===== config.mk =====
export PLATFORM = sky130hd
export DESIGN_NAME = boa_uart_tx_arbiter
export DESIGN_NICKNAME = d
export VERILOG_FILES = /design/src/rtl/boa_uart_tx_arbiter.sv
export SDC_FILE = /design/constraint.sdc
export NUM_CORES = 1
export LEC_CHECK = 0
export CORE_MARGIN = 4
export CORE_UTILIZATION = 46
export CTS_CLUSTER_DIAMETER = 80
export DETAILED_ROUTE_END_ITERATION = 10
export GPL_TIMING_DRIVEN = 0
export PLACE_DENSITY = 0.84
export SLEW_MARGIN = 20
export SYNTH_ARGS = -nofsm -noshare
export SYNTH_HDL_FRONTEND = slang
export SYNTH_SLANG_ARGS = --single-unit

===== constraint.sdc =====
create_clock -name clk -period 3.6 [get_ports clk]
set_input_delay 0.72 -clock clk [delete_from_list [all_inputs] [get_ports clk]]
set_output_delay 0.72 -clock clk [all_outputs]
set_load 0.03 [all_outputs]

===== src/rtl/boa_uart_tx_arbiter.sv =====
// Round-robin, line-locking arbiter sharing one UART TX data-register write port among NREQ byte streams.
// Optional idle timeout inside a lock: define BOA_UART_ARB_TIMEOUT_EN.
module boa_uart_tx_arbiter #(
  parameter int NREQ         = 4,
  parameter int MAX_BURST    = 64,
  parameter int IDLE_TIMEOUT = 16
) (
  input  logic              clk,
  input  logic              rst,
  input  logic [NREQ-1:0]   req_valid,
  input  logic [8*NREQ-1:0] req_data,
  output logic [NREQ-1:0]   req_ready,
  output logic              uart_we,
  output logic [7:0]        uart_wdata,
  input  logic              uart_ready,
  output logic [NREQ-1:0]   grant,
  output logic              locked
);

  localparam int PW = (NREQ > 1) ? $clog2(NREQ) : 1;
  localparam logic [7:0] NEWLINE    = 8'h0A;
  localparam logic [7:0] BURST_LAST = 8'(MAX_BURST - 1);

  if (NREQ < 1 || NREQ > 16 || MAX_BURST < 1 || MAX_BURST > 255 ||
      IDLE_TIMEOUT < 1 || IDLE_TIMEOUT > 255) begin : g_param_check
    $error("boa_uart_tx_arbiter: parameter out of range");
  end

  typedef enum logic {ST_IDLE, ST_LOCKED} state_t;

  state_t          state_reg, state_next;
  logic [PW-1:0]   owner_reg, owner_next;
  logic [PW-1:0]   rr_ptr_reg, rr_ptr_next;
  logic [NREQ-1:0] grant_reg, grant_next;
  logic [7:0]      burst_cnt_reg, burst_cnt_next;
  logic            out_valid_reg, out_valid_next;
  logic [7:0]      out_data_reg, out_data_next;
`ifdef BOA_UART_ARB_TIMEOUT_EN
  logic [7:0]      idle_cnt_reg, idle_cnt_next;
`endif

  logic [7:0]      req_byte [NREQ];
  logic            owner_valid;
  logic [7:0]      owner_byte;
  logic            out_free;
  logic            rel_now;
  logic            pick_found;
  logic [PW-1:0]   pick_idx;
  logic [PW:0]     scan_sum;

  // Output register can take a new byte when empty or emptying this cycle.
  assign out_free = !out_valid_reg || uart_ready;

  for (genvar gi = 0; gi < NREQ; gi++) begin : g_req
    assign req_byte[gi]  = req_data[8*gi +: 8];
    assign req_ready[gi] = grant_reg[gi] && out_free;
  end

  assign owner_valid = req_valid[owner_reg];
  assign owner_byte  = req_byte[owner_reg];

  // First valid requester at or after rr_ptr, wrapping past NREQ-1.
  always_comb begin
    pick_found = 1'b0;
    pick_idx   = '0;
    scan_sum   = '0;
    for (int k = 0; k < NREQ; k++) begin
      scan_sum = {1'b0, rr_ptr_reg} + (PW+1)'(k);
      if (scan_sum >= (PW+1)'(NREQ)) scan_sum = scan_sum - (PW+1)'(NREQ);
      if (!pick_found && req_valid[scan_sum[PW-1:0]]) begin
        pick_found = 1'b1;
        pick_idx   = scan_sum[PW-1:0];
      end
    end
  end

  always_comb begin
    state_next     = state_reg;
    owner_next     = owner_reg;
    rr_ptr_next    = rr_ptr_reg;
    grant_next     = grant_reg;
    burst_cnt_next = burst_cnt_reg;
    out_valid_next = out_valid_reg;
    out_data_next  = out_data_reg;
`ifdef BOA_UART_ARB_TIMEOUT_EN
    idle_cnt_next  = idle_cnt_reg;
`endif
    rel_now        = 1'b0;

    if (out_valid_reg && uart_ready) out_valid_next = 1'b0;

    case (state_reg)
      ST_IDLE: begin
        if (pick_found) begin
          state_next     = ST_LOCKED;
          owner_next     = pick_idx;
          grant_next     = NREQ'(1) << pick_idx;
          burst_cnt_next = 8'd0;
`ifdef BOA_UART_ARB_TIMEOUT_EN
          idle_cnt_next  = 8'd0;
`endif
        end
      end
      ST_LOCKED: begin
        if (owner_valid && out_free) begin
          out_valid_next = 1'b1;
          out_data_next  = owner_byte;
          burst_cnt_next = burst_cnt_reg + 8'd1;
`ifdef BOA_UART_ARB_TIMEOUT_EN
          idle_cnt_next  = 8'd0;
`endif
          // The releasing byte itself is still sent.
          rel_now = (owner_byte == NEWLINE) || (burst_cnt_reg == BURST_LAST);
        end else if (!owner_valid) begin
`ifdef BOA_UART_ARB_TIMEOUT_EN
          idle_cnt_next = idle_cnt_reg + 8'd1;
          rel_now       = (idle_cnt_next == 8'(IDLE_TIMEOUT));
`else
          rel_now = 1'b1;
`endif
        end
        if (rel_now) begin
          state_next  = ST_IDLE;
          grant_next  = '0;
          rr_ptr_next = (owner_reg == PW'(NREQ - 1)) ? '0 : owner_reg + PW'(1);
        end
      end
      default: begin
        state_next = ST_IDLE;
        grant_next = '0;
      end
    endcase
  end

  always_ff @(posedge clk) begin
    if (rst) begin
      state_reg     <= ST_IDLE;
      owner_reg     <= '0;
      rr_ptr_reg    <= '0;
      grant_reg     <= '0;
      burst_cnt_reg <= 8'd0;
      out_valid_reg <= 1'b0;
      out_data_reg  <= 8'd0;
`ifdef BOA_UART_ARB_TIMEOUT_EN
      idle_cnt_reg  <= 8'd0;
`endif
    end else begin
      state_reg     <= state_next;
      owner_reg     <= owner_next;
      rr_ptr_reg    <= rr_ptr_next;
      grant_reg     <= grant_next;
      burst_cnt_reg <= burst_cnt_next;
      out_valid_reg <= out_valid_next;
      out_data_reg  <= out_data_next;
`ifdef BOA_UART_ARB_TIMEOUT_EN
      idle_cnt_reg  <= idle_cnt_next;
`endif
    end
  end

  assign uart_we    = out_valid_reg;
  assign uart_wdata = out_data_reg;
  assign grant      = grant_reg;
  assign locked     = (state_reg == ST_LOCKED);

endmodule


* After elaboration in Yosys (flattened, before gate mapping) *
Cells that the tools add are included.

operators by class
  bitwise logic cells = 2
  muxes and demuxes = 41
  reduce and logical (&&, ||, !) cells = 20
  order comparisons = 10
  shift-type cells = 1
  add/sub/neg operators = 9
  equality and inequality tests = 6

operator list
  kind                 count
  $mux 8               4
  $mux 2               9
  $mux 1               17
  $bmux 8 s2           1
  $pmux 8 s2           1
  $lt 2x3->1 const B   5
  $ge 3x3->1 const B   4
  $bmux 1 s2           5
  $reduce_and 2->1     5
  $logic_and 1x1->1    9
  $add 8x1->8 const B  1
  $eq 8x4->1 const B   1
  $eq 8x6->1 const B   1
  $mux 4               2
  $pmux 4 s2           1
  $sub 2x1->2 const B  4
  $add 2x2->3 const B  2
  $logic_not 1->1      4
  $ne 2x1->1 const B   2
  $shl 1x2->4 const A  1
  $add 2x1->3 const B  1
  $ge 2x3->1 const B   1
  $not 2->3            1
  $add 2x1->2 const B  1
  5 further kinds      6

storage, ports and cells
  logic and storage cells = 96
  input bits = 39
  register bits = 26
  output and inout port bits = 18

* Depth between registers and ports, before layout *
  depth after elaboration = 17
  depth in mapped cells = 7
  gate-level depth less buffers = 6

* Worst setup path after synthesis *
No wires, ideal clock.

  path kind = input to register
  start point = input req_data[29]
  end point = register rr_ptr_reg[0]
  stages on the path = 5
  library setup time = 123 ps
  arrival = 2081 ps
  slack = 1396 ps
  path buffers = 0
  required time = 3477 ps
  cell sequence = mux4_2 > nor4b_2 > a21oi_1 > nor2_4 > mux2_1

between the ends
  word-level cells in the longest chain between the ends = 8

ends and longest elaborated chain
  item                                       RTL line  text
  start, declared                            11        input logic [8*NREQ-1:0] req_data,
  $bmux 8 s2                                 60        assign owner_byte = req_byte[owner_reg];
  $mux 8 (not written as such) (2 in a row)  60
  $eq 8x4->1                                 113       rel_now = (owner_byte == NEWLINE) || (burst_cnt_reg == BURST_LAST);
  $logic_or 1x1->1                           113
  $mux 1                                     105       if (owner_valid && out_free) begin
  $mux 1                                     92        case (state_reg)
  $reduce_and 2->1 (no source line)          --
  end signal, assigned                       150       rr_ptr_reg <= rr_ptr_next;
  end, declared                              33        logic [PW-1:0] rr_ptr_reg, rr_ptr_next;

Every way passes these cells. The select of a mux whose other input is x is not followed.
A chain may end at the register's enable or synchronous reset.

* Final worst setup path *
  start point = input uart_ready
  end point = output req_ready[1]

between the ends
  word-level cells in the longest chain between the ends = 2

ends and longest elaborated chain
  item               RTL line  text
  start, declared    15        input logic uart_ready,
  $logic_or 1x1->1   52        assign out_free = !out_valid_reg || uart_ready;
  $logic_and 1x1->1  56        assign req_ready[gi] = grant_reg[gi] && out_free;
  end, declared      12        output logic [NREQ-1:0] req_ready,

Every way passes these cells.

==> results.txt <==
H-tree levels - 1
Fillers - 208
PwrDens - 363 nW/um^2
Gp weighted congestion - 0.799
Total Routing Usage GR - 21.1%
I/O Pins - 57
Register share of total power - 42.4%
Antenna diode count - 0
Initial antenna violation count - 0
Final ANT Viol Nets - 0
Max Fclk - 337 MHz
Combinational share of power - 30.3%
Post-synthesis sequential area ratio - 36.7%
Largest net degree at the start of global routing - 16
XOR/XNOR Fraction of Synth Area - 3.71%
Via density - 5.77
Via count - 1413
Max-slew headroom - 69.1%
Peak VDD IR - 0.000311 V
Layout cell share with drive strength beyond 1 - 9.35%
Final min period - 2.97 ns
Post-synth top cells - dfxtp_1, nand2_1, a21oi_1
Power Total - 0.751 mW
Number of gates resized after cts - 0
Final Max Slew Viols - 0
Clock skew - 0.00937 ns
Switching share of power - 29.3%
First-pass GRT wire length - 6750 um
Static leakage - 0.715 nW
Switching pwr - 0.220 mW
Cell taking the most area after synthesis - dfxtp_1
Flops & latches, synth - 26
Synth top area share - 36.7%
Status - completed
Synth Area in Adders - 1.77%
Vias in the first global route - 1466
Period utilisation layout - 82.4%
FFs w/ async S/R, synth - 0%
Setup TNS - 0 ns
Worst Path Required - 2.88 ns
Max-cap check violation count - 0
Cell row count - 19
Hold Crit Class - flop to flop
Post-DP HPWL - 3340 um
Number of enable flip-flop cells after synthesis - 0
GRT overflow - 0
Drt first pass iters - 4
Post-synthesis compound-gate area fraction - 13.3%
Initial core utilization - 49.7%
CP Max Fanout - 8
Worst slew pin tran - 0.460 ns
Die width - 63.5 um
Final nets - 256
Setup WS post-layout - 0.633 ns
Final setup fails - 0
Critical Path AT - 2.25 ns
Main synth FF type - dfxtp_1
# port buffers - 56
Critical path class - input pin to primary output
Mapped Area - 1420 um^2
RSZ-0062 raised after global routing - false
Int Pwr - 0.531 mW
CTS sink count - 26
Root buffer cell - clkbuf_4
Final Hold Vio Count - 0
Reg clk slew, reported paths - 0.15 ns
CTS tree - built
WL/cell - 16.9 um
Max clock buf depth - 2
Hold buffers post-CTS - 0
Unique masters post-synth - 38
Post-CTS Repair Setup Buffers - 0
Place WS - 0.627 ns
Die H - 63.5 um
Gate Count Post-Synth - 154
Die area - 4030 um^2
CTS Buf Count - 3
Clock power frac - 27.3%
Syn_nets - 195
Skew-Pair Late Insertion Delay - 0.34 ns
Number of DRC markers in iteration 0 - 68
Synth Area in Simple Gates - 24.1%
Routed wire length - 4130 um
Mean cell area of the mapped netlist - 9.21 um^2
Setup crit start kind - input pin
Main combinational cell family by area after synthesis - simple AND/OR/NAND/NOR gates
Mux cell area share after synthesis - 16.6%
Top cells by area, synth - dfxtp_1, mux4_2, nand2_1
CP endpoint kind - primary output
Core footprint - 2850 um^2
Final hold slack - 0.470 ns
# DRC - 0
Area grow syn2layout - 46.0%
Yosys warnings - 0
## cell families (layout without fill, tap and decap cells)
family | count (synthesis) | in the layout
flip-flops | 26 | 26
XOR/XNOR | 6 | 6
adder cells (fa/ha/maj) | 2 | 2
multiplexers | 12 | 12
AND/OR/NAND/NOR | 66 | 66
AO/OA/AOI/OAI | 30 | 30
buffers and inverters | 12 | 72
## metal layers
| layer | wire, um | GRT usage [%] |
|---|---|---|
| met5 | 0 | 0 |
| met2 | 2310 | 38.5 |
| met4 | 139 | 8.63 |
| met1 | 1520 | 24.0 |
| met3 | 161 | 3.73 |
## placed cells by master (no fill, tap or decap), types with 2 or more instances in the layout
| cell | instances |
|---|---|
| a21oi_1 | 17 |
| and2_1 | 4 |
| clkbuf_1 | 4 |
| clkbuf_4 | 3 |
| clkdlybuf4s50_1 | 56 |
| dfxtp_1 | 26 |
| ha_1 | 2 |
| inv_1 | 5 |
| mux2_1 | 2 |
| mux4_2 | 9 |
| nand2_1 | 26 |
| nand2b_1 | 4 |
| nand3_1 | 3 |
| nand3b_1 | 4 |
| nor2_1 | 12 |
| nor3_1 | 3 |
| nor4b_2 | 2 |
| o22ai_1 | 4 |
| o32ai_1 | 2 |
| xnor2_1 | 4 |
| xor2_1 | 2 |
## stage by stage
stage                     instance area (um^2)  utilization [%]  instances
after floorplan                           1420                -        154
after global placement                    2020             70.7        241
after detailed placement                  2020             70.7        241
after CTS                                 2070             72.5        245
after global routing                      2070             72.5        245
final                                     2070             72.5        245
## worst max-delay path, cell delays in order
cell and delay, ns:
clkdlybuf4s50_1 0.45, nand2b_1 0.25, and2_1 0.17, clkdlybuf4s50_1 0.67
## final cells by class
cell class              instances  area (um^2)  area share [%]
flip-flops and latches         26          520            25.2
plain buffers                   7         35.0            1.69
clock inverters                 1         30.0            1.45
multi-input cells             116          843            40.7
clock buffers                   3         22.5            1.09
inverters                       5         18.8           0.907
repair buffers                 56          561            27.1
well taps                      31         38.8            1.87
## power by group through the flow
stage | clock network, mW | logic [mW] | registers, mW
after CTS | 0.206 | 0.228 | 0.319
final | 0.205 | 0.227 | 0.319
after floorplan | 0 | 0.105 | 0.346
after global placement | 0 | 0.219 | 0.324
after global routing | 0.222 | 0.243 | 0.322
after detailed placement | 0 | 0.227 | 0.325
## worst paths after layout
check | slack [ns] | from | end | cells after the start
setup reg to reg | 1.25 | owner_reg[0] | rr_ptr_reg[0] | 6
hold reg to reg | 0.47 | uart_wdata[2] | uart_wdata[2] | 2
hold / removal | 0.47 | uart_wdata[2] | uart_wdata[2] | 2
setup / recovery | 0.63 | uart_ready | req_ready[1] | 4
Note: power is estimated with default switching activity, not from simulation.
